**src/rtl/iob_clint_mh.sv**
```systemverilog
// rtl/iob_clint_mh.sv - multi-hart core-local interruptor (MTIMER + MSWI) on the native valid/ready bus
module iob_clint_mh #(
    parameter int ADDR_W   = 16,
    parameter int DATA_W   = 32,
    parameter int N_CORES  = 1,
    parameter int PRESCALE = 1
) (
    input  logic                  clk,
    input  logic                  reset,
    input  logic                  valid,
    input  logic [ADDR_W-1:0]     address,
    input  logic [DATA_W-1:0]     wdata,
    input  logic [DATA_W/8-1:0]   wstrb,
    output logic [DATA_W-1:0]     rdata,
    output logic                  ready,
    output logic [N_CORES-1:0]    mtip,
    output logic [N_CORES-1:0]    msip
);

    localparam int PS_W = (PRESCALE > 1) ? $clog2(PRESCALE) : 1;
    localparam logic [PS_W-1:0] PS_LAST = PS_W'(PRESCALE - 1);

    localparam logic [15:0] MTIME_LO = 16'hBFF8;
    localparam logic [15:0] MTIME_HI = 16'hBFFC;

    // Word-aligned offset; the two byte-select bits are don't-care.
    logic [15:0] offset;
    logic        unused_addr;
    assign offset      = {address[15:2], 2'b00};
    assign unused_addr = ^{address, 1'b0};

    // A transaction with any strobe set is a write; all-zero strobes are reads.
    logic write;
    assign write = valid & (|wstrb);

    // Region decode: 0x0000-0x3FFF msip words, 0x4000-0x7FFF mtimecmp pairs.
    logic        in_msip;
    logic        in_cmp;
    logic [11:0] msip_idx;
    logic [10:0] cmp_idx;
    logic        cmp_hi;
    logic        hit_time_lo;
    logic        hit_time_hi;

    assign in_msip     = (offset[15:14] == 2'b00);
    assign in_cmp      = (offset[15:14] == 2'b01);
    assign msip_idx    = offset[13:2];
    assign cmp_idx     = offset[13:3];
    assign cmp_hi      = offset[2];
    assign hit_time_lo = (offset == MTIME_LO);
    assign hit_time_hi = (offset == MTIME_HI);

    // Byte-lane merge of a write into an existing 32-bit word.
    function automatic logic [31:0] merge_bytes(
        input logic [31:0] old_word,
        input logic [31:0] new_word,
        input logic [3:0]  strb
    );
        logic [31:0] result;
        result = old_word;
        for (int i = 0; i < 4; i++) begin
            if (strb[i]) begin
                result[8*i +: 8] = new_word[8*i +: 8];
            end
        end
        return result;
    endfunction

    logic [PS_W-1:0] ps_count;
    logic            tick;
    logic [63:0]     mtime;
    logic [63:0]     mtimecmp [N_CORES];
    logic            ready_q;
    logic [31:0]     rd_word;

    assign tick = (ps_count == PS_LAST);

    // Prescaler: free-running 0..PRESCALE-1; mtime writes do not disturb it.
    always_ff @(posedge clk) begin
        if (reset) begin
            ps_count <= '0;
        end else if (tick) begin
            ps_count <= '0;
        end else begin
            ps_count <= ps_count + PS_W'(1);
        end
    end

    // mtime: a bus write wins over the tick, so the increment is dropped that cycle.
    always_ff @(posedge clk) begin
        if (reset) begin
            mtime <= 64'd0;
        end else if (write && hit_time_lo) begin
            mtime[31:0] <= merge_bytes(mtime[31:0], wdata, wstrb);
        end else if (write && hit_time_hi) begin
            mtime[63:32] <= merge_bytes(mtime[63:32], wdata, wstrb);
        end else if (tick) begin
            mtime <= mtime + 64'd1;
        end
    end

    // Per-hart compare registers, written a 32-bit half at a time.
    always_ff @(posedge clk) begin
        for (int h = 0; h < N_CORES; h++) begin
            if (reset) begin
                mtimecmp[h] <= {64{1'b1}};
            end else if (write && in_cmp && (cmp_idx == 11'(h))) begin
                if (cmp_hi) begin
                    mtimecmp[h][63:32] <= merge_bytes(mtimecmp[h][63:32], wdata, wstrb);
                end else begin
                    mtimecmp[h][31:0] <= merge_bytes(mtimecmp[h][31:0], wdata, wstrb);
                end
            end
        end
    end

    // Software interrupt bits; only byte lane 0 carries the writable bit.
    always_ff @(posedge clk) begin
        for (int h = 0; h < N_CORES; h++) begin
            if (reset) begin
                msip[h] <= 1'b0;
            end else if (write && in_msip && (msip_idx == 12'(h)) && wstrb[0]) begin
                msip[h] <= wdata[0];
            end
        end
    end

    // Timer interrupt: registered unsigned compare of the current register values.
    always_ff @(posedge clk) begin
        for (int h = 0; h < N_CORES; h++) begin
            if (reset) begin
                mtip[h] <= 1'b0;
            end else begin
                mtip[h] <= (mtime >= mtimecmp[h]);
            end
        end
    end

    // Read mux over pre-update register contents; unmapped offsets read zero.
    always_comb begin
        rd_word = 32'd0;
        if (in_msip) begin
            for (int h = 0; h < N_CORES; h++) begin
                if (msip_idx == 12'(h)) begin
                    rd_word = {31'd0, msip[h]};
                end
            end
        end else if (in_cmp) begin
            for (int h = 0; h < N_CORES; h++) begin
                if (cmp_idx == 11'(h)) begin
                    rd_word = cmp_hi ? mtimecmp[h][63:32] : mtimecmp[h][31:0];
                end
            end
        end else if (hit_time_lo) begin
            rd_word = mtime[31:0];
        end else if (hit_time_hi) begin
            rd_word = mtime[63:32];
        end
    end

    // Bus response: one ready per valid cycle, rdata captured with the request and held otherwise.
    always_ff @(posedge clk) begin
        if (reset) begin
            ready_q <= 1'b0;
            rdata   <= '0;
        end else begin
            ready_q <= valid;
            if (valid) begin
                rdata <= rd_word;
            end
        end
    end

    // A reset arriving while a response is pending suppresses that response.
    assign ready = ready_q & ~reset;

endmodule

```
**config.mk**
```make
export PLATFORM = sky130hd
export DESIGN_NAME = iob_clint_mh
export DESIGN_NICKNAME = d
export VERILOG_FILES = /design/src/rtl/iob_clint_mh.sv
export SDC_FILE = /design/constraint.sdc
export NUM_CORES = 1
export LEC_CHECK = 0
export ABC_AREA = 1
export BUFFER_PORTS_ARGS = -buffer_cell sky130_fd_sc_hd__buf_2
export CAP_MARGIN = 20
export CORE_MARGIN = 1.5
export CORE_UTILIZATION = 31
export CTS_CLUSTER_SIZE = 16
export DETAILED_ROUTE_END_ITERATION = 8
export PLACE_DENSITY = 0.43
export SYNTH_ARGS = -nofsm -noshare
export SYNTH_HDL_FRONTEND = slang
export SYNTH_SLANG_ARGS = --single-unit
```
**constraint.sdc**
```tcl
create_clock -name clk -period 6.9 [get_ports clk]
set_input_delay 1.38 -clock clk [delete_from_list [all_inputs] [get_ports clk]]
set_output_delay 1.38 -clock clk [all_outputs]
set_load 0.02 [all_outputs]
```
==> results.toml, run 1 <==
[outcome]
outcome = "complete, no violations"

[die]
core.rowCount = 71
die_w_um = 198
die-area_um2 = 39200
die_h_um = 198
start_util = 0.314
coreArea_um2 = 37600
ios = 90

[cts]
numCtsBuffers = 17
clk_pin_slew_ns = 0.07
cts_tree = "yes"
cts.sinks = 164
clock-root-buffer = "clkbuf_16"
cts_resized = 0
ctsHoldBuffers = 0
clk_latency_ns = 0.47
post-cts-setup-buffers = 0
clock_path_buffers = 2
cts_htree_levels = 4

[power_and_ir_drop]
p_leak_nw = 5.70
p_per_area_nw_per_um2 = 178
peakVddDrop_uv = 179

[synth]
synth_edf_count = 64
synth_cell_types = 38
syn-num-nets = 1962
yosysSeqAreaShare = 0.333
ys_ff_latch = 164
yosysWarnings = 0
yosys.area.top_type = "dfxtp_1"
netlist_area_um2 = 11800
ys_top_cells_by_area = "dfxtp_1 (17%), edfxtp_1 (16%), nand2_1 (15%)"
yosysTopAreaCellShare = 0.170
ys_async_sr_fraction = 0
syn_area_per_cell_um2 = 6.41
ys.flop_type = "dfxtp_1"
synth_cells = 1842

[timing]
fmax_ghz = 0.246
skew_ns = 0.00984
timing_hold_violations_final = 0
rsz0062_at_grt = "false"
setup_viol = 0
min_period_over_period = 0.588
slew_viol_final = 0
max-slew-margin-rel = 0.362
fin_tns_setup_ns = 0
worst_pin_slew_ns = 0.951
fin_crit_ns = 4.06

[placement]
place.detailed.hpwl_um = 40500
port_buffers = 87
gp_congestion = 0.933

[global_route]
grt_max_degree = 66
grt_util_all_layers = 0.274
grt_pass1_wl_um = 77000
grt_pass1_vias = 11496
grt_antenna_before_repair = 2
overflow = 0

[run]
max-cap-violations = 0

[routing]
postRouteAntennaNets = 0
initialDrtViolationCount = 1011
wirelength_um = 52500
wl_per_cell_um = 21.7
drc = 0
detail_route.first_pass.iterations = 5
via_per_inst = 5.09
vias = 12330

[cells_and_area]
final_core_util = 0.355
fill_cells = 4240
final_nets = 2018
drive_gt1_frac = 0.0952
area_growth_pct = 13.2
n_antenna_cell = 0

[critical_path]
required_ns = 7.22
critPathLaunchType = "input pin"
crit_path_end_kind = "register"
setup.worst_path.class = "in -> reg"
critical_path_peak_fanout = 51
arrival_ns = 4.38

[min_path]
hp-class = "reg -> reg"
==> sequential cells by signal (all words and copies together) (netlist names) <==
name      count
mtime        64
rdata        32
mtimecmp     64
ready_q       1
mtip          1
ps_count      1
msip          1
==> metal layers <==
| layer | track usage | part of all wire | vias up | routed length (um) |
|---|---|---|---|---|
| li1 | - | - | 6103 | - |
| met1 | 0.410 | 0.50 | 5835 | 26400 |
| met2 | 0.415 | 0.43 | 353 | 22400 |
| met3 | 0.0290 | 0.053 | 39 | 2770 |
| met4 | 0.0707 | 0.017 | 0 | 866 |
| met5 | 0 | 0 | - | 0 |
==> Yosys cell counts, drive strengths merged, types with 3 or more instances <==
cell / n
edfxtp: 64
o21a: 3
xor2: 5
buf: 34
a21oi: 206
xnor2: 7
ha: 65
dfxtp: 100
inv: 217
nand4: 13
nor2: 293
nand2: 463
nand3: 139
o21ai: 168
nor3: 14
clkbuf: 39
==> power breakdown <==
part | switching [mW] | total (mW) | internal (mW) | leakage [nW]
combinational | 0.194 | 0.273 | 0.0793 | 3.93
sequential | 0.0345 | 1.07 | 1.04 | 1.46
clock | 0.438 | 1.03 | 0.593 | 0.316
==> kinds of logic after synthesis <==
logic type / after synthesis / synth area share
other cells: 1 / 0.000318
flops: 164 / 0.333
simple gates: 926 / 0.326
compound gates: 382 / 0.165
buf+inv: 292 / 0.0982
xor+xnor: 12 / 0.00891
fa+ha+maj: 65 / 0.0689
==> cells in the final DEF (no fill, tap or decap), drive strengths merged <==
| cell type | count |
|---|---|
| nand2 | 463 |
| nor2 | 293 |
| inv | 218 |
| a21oi | 206 |
| o21ai | 168 |
| nand3 | 139 |
| buf | 110 |
| dfxtp | 100 |
| ha | 65 |
| edfxtp | 64 |
| clkbuf | 27 |
| nor3 | 14 |
| nand4 | 13 |
| xnor2 | 7 |
| clkinv | 6 |
| xor2 | 5 |
| o21a | 3 |
| nor4 | 2 |
| a21o | 2 |
| or2 | 1 |
| o211ai | 1 |
| nand3b | 1 |
| o22ai | 1 |
| o21bai | 1 |
| conb | 1 |
==> worst max-delay path: stages <==
cell	delay, ns
buf_2	0.11
inv_2	0.58
nand2_1	0.13
nor2_2	0.18
nand2_1	0.11
nor2_4	0.08
buf_4	0.43
nand2_4	0.07
buf_4	0.35
nand2_2	0.19
nand2_4	0.11
nor2_4	0.30
inv_2	0.16
nand2_1	0.10
a21oi_1	0.06
==> worst paths after layout <==
path / slack (ns) / cells past startpoint / start / to
worst min register to register: 0.46 / 2 / rdata[9] / rdata[9]
worst max register to register: 4.05 / 10 / mtime[0] / mtime[40]
worst min-delay path: 0.46 / 2 / rdata[9] / rdata[9]
worst max-delay path: 2.84 / 15 / address[2] / mtime[27]
==> metrics by stage <==
step	instances	worst slack (ns)	instance area, um^2	total power [mW]	hold slack (ns)
final	2422	2.84	13400	2.38	0.462
after global routing	2422	2.68	13400	2.47	0.480
after CTS	2422	2.89	13400	2.40	0.464
after detailed placement	2390	2.39	12700	1.37	0.455
after global placement	2390	2.40	12700	1.36	0.453
after floorplan	1842	3.45	11800	1.24	0.471
==> layout make-up <==
cell class / count / area (um^2) / share of cell area
repair buffers: 110 / 608 / 0.0455
well taps: 511 / 639 / 0.0479
inverters: 219 / 822 / 0.0616
clock inverters: 5 / 26.3 / 0.00197
multi-input cells: 1386 / 6740 / 0.504
clock buffers: 27 / 598 / 0.0448
flip-flops and latches: 164 / 3920 / 0.294
Note: power is estimated with default switching activity, not from simulation.
==> run 2: changes to the inputs <==
- ABC_AREA: 1 -> 0
- PLACE_DENSITY: 0.43 -> 0.44
- clock period: 6.9 -> 3.7 ns (I/O delays scaled with it)
==> run 2 against run 1 <==
- non-clock buffer count is 19 higher
- worst setup slack got worse by 2.0 ns
- synthesized cell count is 30% lower
- sequential power up 82%
- area after synthesis decreased by 6.9%
- clock skew about the same
- register-to-register slack got worse by 3.2 ns
- clock power rose by 79%
- hold slack improved by 0.024 ns
- first-iteration DRC count shrank 31%
==> results.toml, run 2 <==
[global_route]
grt_antenna_before_repair = 0
grt_pass1_wl_um = 63100
grt_pass1_vias = 9678
overflow = 0
grt_util_all_layers = 0.232
grt_max_degree = 65

[die]
die-area_um2 = 36600
die_h_um = 191
die_w_um = 191
ios = 90
core.rowCount = 68
coreArea_um2 = 34700
start_util = 0.316

[cts]
cts_resized = 0
ctsHoldBuffers = 0
clock-root-buffer = "clkbuf_16"
cts.sinks = 164
clk_latency_ns = 0.45
clk_pin_slew_ns = 0.06
cts_tree = "yes"
post-cts-setup-buffers = 0
clock_path_buffers = 2
cts_htree_levels = 4
numCtsBuffers = 17

[cells_and_area]
area_growth_pct = 14.8
layout.cells.most_common_list = "a21oi_1 (123), dfxtp_1 (100), buf_2 (85)"
final_nets = 1471
regArea_um2 = 3920
fill_cells = 3614
final_common_cell = "a21oi_1"
reg.largest.list = "mtime (64), mtimecmp (64), rdata (32)"
multi_input_area_um2 = 6450
fin_area_um2 = 12600
drive_gt1_frac = 0.133

[timing]
fin_ws_ns = 0.886
rsz0062_at_grt = "false"
min_period_over_period = 0.761
worst_pin_slew_ns = 1.03
whs_ns = 0.486
max-slew-margin-rel = 0.315
setup_viol = 0
fin_tns_setup_ns = 0
fmax_ghz = 0.355
skew_ns = 0.0100
timing_hold_violations_final = 0
slew_viol_final = 0
fin_crit_ns = 2.81

[synth]
synth_edf_count = 64
netlist_area_um2 = 11000
yosysMostFrequentCell = "a21oi_1"
synth_cells = 1289
ys_top_cells_by_area = "dfxtp_1 (18%), edfxtp_1 (18%), ha_1 (7.4%)"
yosys.area.top_type = "dfxtp_1"
yosysSeqAreaShare = 0.357
yosys.area_share.simple = 0.206
ys_async_sr_fraction = 0
syn-num-nets = 1409
synth_adder_area_share = 0.0741
synth_top_family_by_area = "compound AO/OA/AOI/OAI gates"
synth_cell_types = 69
synth_xor_area_frac = 0
synth_mux_area_frac = 0.0532
synth_compound_area_frac = 0.252
synth_commonest_cells = "a21oi_1 (123), dfxtp_1 (100), o21ai_0 (81), nand2_1 (78), inv_1 (72)"
yosysTopAreaCellShare = 0.182
ys_ff_latch = 164
syn_area_per_cell_um2 = 8.52
yosysWarnings = 0
ys.flop_type = "dfxtp_1"

[placement]
gp_congestion = 0.859
placed_cell_area_um2 = 12000
port_buffers = 87
pre_cts_ws_ns = 0.481
place.detailed.hpwl_um = 30400

[critical_path]
crit_family = "compound AO/OA/AOI/OAI gates"
crit_buf_inv = 2
required_ns = 4.06
worst_path_max_delay_cell = "a21oi_1"
crit_path_end_kind = "register"
r2r_slack_ns = 0.90
max_stage_delay_ns = 0.85
crit_chain = "buf_2, o41ai_4, nor3_4, buf_12, a21oi_1, o21ai_0, a31oi_1"
arrival_ns = 3.18
setup.worst_path.class = "in -> reg"
critical_path_peak_fanout = 49
critPathLaunchType = "input pin"

[routing]
dr_wl_met3_um = 1920
vias = 10338
initialDrtViolationCount = 693
wl_per_cell_um = 22.9
postRouteAntennaNets = 0
met2WireLength_um = 18000
wirelength_um = 41700
via_per_inst = 5.68
drc = 0
top_layer_used = "met4"
wl_met1_um = 21200
detail_route.first_pass.iterations = 5

[run]
max-cap-violations = 0

[power_and_ir_drop]
p_leak_nw = 4.95
p_total_mw = 4.13
peakVddDrop_uv = 298
p_per_area_nw_per_um2 = 328

[outcome]
outcome = "complete, no violations"

[min_path]
hp-class = "reg -> reg"
run 2: cell types whose count changed in the layout (fill, tap and decap cells not counted), moves of 35 or more:
cell / before / now
nand2_1: 458 / 77
nor2_1: 276 / 66
inv_1: 207 / 72
nand3_1: 134 / 44
a21oi_1: 204 / 123
o21ai_0: 151 / 81
a21o_1: 2 / 71
mux2i_1: 0 / 55
o21a_1: 3 / 39
nand4_1: 13 / 48
run 2: area by class of cell:
class	instances	share of cell area
tap	455	0.0452
inverter	72	0.0214
clock inverter	9	0.00804
sequential	164	0.311
multi-input combinational	967	0.512
clock buffer	23	0.0380
timing repair buffer	129	0.0639
antenna	1	0.000199
run 2: cells by family after synthesis:
| group | Yosys count |
|---|---|
| compound gates | 429 |
| fa+ha+maj | 65 |
| buf+inv | 158 |
| flops | 164 |
| mux | 58 |
| other cells | 1 |
| simple gates | 414 |
run 2: path summary, 6_finish.rpt:
| path | start | end | depth (start not counted) |
|---|---|---|---|
| worst max-delay path | wstrb[1] | mtime[9] | 7 |
| worst min-delay path | rdata[5] | rdata[5] | 2 |
| worst max register to register | mtime[8] | mtime[49] | 7 |
| worst min register to register | rdata[5] | rdata[5] | 2 |
run 2: report_power, final:
part	switching [mW]	internal, mW
Sequential	0.0275	1.92
Combinational	0.241	0.105
Clock	0.793	1.05
run 2: routing by layer:
metal / GRT usage / vias up
met5: 0 / -
met4: 0.0646 / 0
met3: 0.0301 / 36
met2: 0.345 / 273
met1: 0.346 / 5056
li1: - / 4973
run 2: metrics by stage:
step	util	std cells
after floorplan	-	1289
after global placement	0.346	1787
after detailed placement	0.346	1787
after CTS	0.363	1819
after global routing	0.363	1819
final	0.363	1820
run 2: worst register-to-register path: stages, from the launching register on:
cell     delay, ns
dfxtp_1       0.55
nand4_1       0.30
nor4_2        0.31
buf_4         0.19
nand4_2       0.30
nor4_2        0.58
mux2_2        0.40
a21oi_1       0.11
==> run 3: changes to the inputs <==
- clock period: 3.7 -> 2.58 ns (I/O delays scaled with it)
==> run 3 against run 2 <==
- wire length is 4.5% higher
- worst setup slack worse by 0.83 ns
- count of clock-buffer cells in the layout is 3 lower
- die area stayed put
- register-to-register slack worse by 0.84 ns
- non-clock buffer count is 131 higher
- sequential share of layout area is 2.7 points lower
- sequential power is 43% higher
- critical endpoint is now mtime[18]
==> results.toml, run 3 (synthesis gave the netlist of run 2 again) <==
[global_route]
groute.layer.met1.usage = 0.350
grt_pass1_vias = 10268
grt_max_degree = 49
grt_antenna_before_repair = 0
overflow = 0
grt_util_all_layers = 0.242
busiest_layer = "met2"
grt_util_met3 = 0.0338
grt_pass1_wl_um = 65900
grtUsageMet2 = 0.369

[timing]
fmax_ghz = 0.397
skew_ns = 0.0131
timing_hold_violations_final = 0
setup_viol = 0
slew_viol_final = 0
min_period_over_period = 0.977
worst_pin_slew_ns = 0.686
fin_crit_ns = 2.52
fin_tns_setup_ns = 0
max-slew-margin-rel = 0.542
fin_ws_ns = 0.0594
whs_ns = 0.394

[critical_path]
cp-endpoint = "mtime[18]"
critical_path_peak_fanout = 6
arrival_ns = 2.90
startpoint = "mtime[1]"
regToRegStartpoint = "mtime[1]"
r2r_slack_ns = 0.06
critPathLaunchType = "register"
worstReg2RegEnd = "mtime[18]"
setup.worst_path.class = "reg -> reg"
crit_path_end_kind = "register"
required_ns = 2.96
ff2ff_path_depth = 7

[run]
max-cap-violations = 0

[power_and_ir_drop]
p_leak_nw = 5.71
peakVddDrop_uv = 478
p_total_mw = 5.96
p_per_area_nw_per_um2 = 432

[routing]
detail_route.first_pass.iterations = 5
wl_per_cell_um = 22.4
wirelength_um = 43600
postRouteAntennaNets = 0
via_per_inst = 5.62
initialDrtViolationCount = 843
vias = 10960
drc = 0

[die]
coreArea_um2 = 34700
die-area_um2 = 36600
ios = 90
start_util = 0.316
die_h_um = 191
core.rowCount = 68
die_w_um = 191

[cts]
clk_latency_ns = 0.46
cts_htree_levels = 4
cts_tree = "yes"
clock_path_buffers = 2
cts.sinks = 164
numCtsBuffers = 17
clock-root-buffer = "clkbuf_16"
clk_pin_slew_ns = 0.07

[outcome]
outcome = "complete, no violations"

[cells_and_area]
fill_cells = 3558
layout.cells.most_common_list = "buf_4 (155), a21oi_1 (123), dfxtp_1 (100)"
drive_gt1_frac = 0.213
reg.largest.list = "mtime (64), mtimecmp (64), rdata (32)"
final_common_cell = "buf_4"
n_antenna_cell = 0
final_nets = 1602
area_growth_pct = 25.7

[placement]
gp_congestion = 0.913
place.detailed.hpwl_um = 33300
pre_cts_ws_ns = -0.0314
port_buffers = 87

[min_path]
hp-class = "in -> reg"
[run 3: cell types whose count changed in the layout (fill, tap and decap cells not counted), moves of 2 or more]
cell | previous run | this run
clkinv_2 | 3 | 1
clkinvlp_4 | 3 | 5
buf_12 | 4 | 19
clkinv_4 | 0 | 2
buf_4 | 40 | 155
[run 3: report_power, final]
| group | internal [mW] | leakage [nW] | switching [mW] |
|---|---|---|---|
| Clock | 1.42 | 0.260 | 1.16 |
| Combinational | 0.220 | 3.99 | 0.365 |
| Sequential | 2.75 | 1.45 | 0.0419 |
[run 3: worst min path at each step]
stage                    from         endpoint  cells after the start
global route        wdata[21]  mtimecmp[0][53]                      2
finish              wdata[17]        mtime[49]                      3
floorplan           mtime[62]        mtime[62]                      2
global placement    rdata[24]        rdata[24]                      2
CTS                 wdata[17]        mtime[49]                      3
detailed placement  rdata[11]        rdata[11]                      2
[run 3: per-layer routing]
metal | up-vias | wire length, um
li1 | 5237 | -
met1 | 5334 | 21300
met2 | 337 | 19100
met3 | 52 | 2180
met4 | 0 | 1050
met5 | - | 0
[run 3: critical path, cell delays in order, from the launching register on]
cell and delay (ns):
dfxtp_1 0.50, ha_1 0.28, nand3_2 0.19, or4_1 0.66, nor2_1 0.25, nor4b_1 0.30, o21ai_0 0.13, a21oi_1 0.15
[run 3: cell type report]
class                      instances  area, um^2  share of cell area
inverter                          72         270              0.0196
multi-input combinational        967        6490               0.470
timing repair buffer             260        1980               0.144
tap                              455         569              0.0412
clock buffer                      20         437              0.0316
sequential                       164        3920               0.284
clock inverter                    12         133             0.00961
[run 3: stage by stage]
step	cells	util	area [um^2]
2_1_floorplan	1289	-	11000
5_1_grt	1950	0.398	13800
3_5_place_dp	1916	0.380	13200
4_1_cts	1948	0.396	13700
6_report	1950	0.398	13800
3_3_place_gp	1916	0.380	13200
[run 3: what timing repair did]
action / 4_1_cts / 5_1_grt
pin swaps: 0 / 3
buffers inserted: 0 / 2
endpoints found under the setup margin: 1 / 19
resized for setup: 1 / 8
hold buffers: 0 / 0
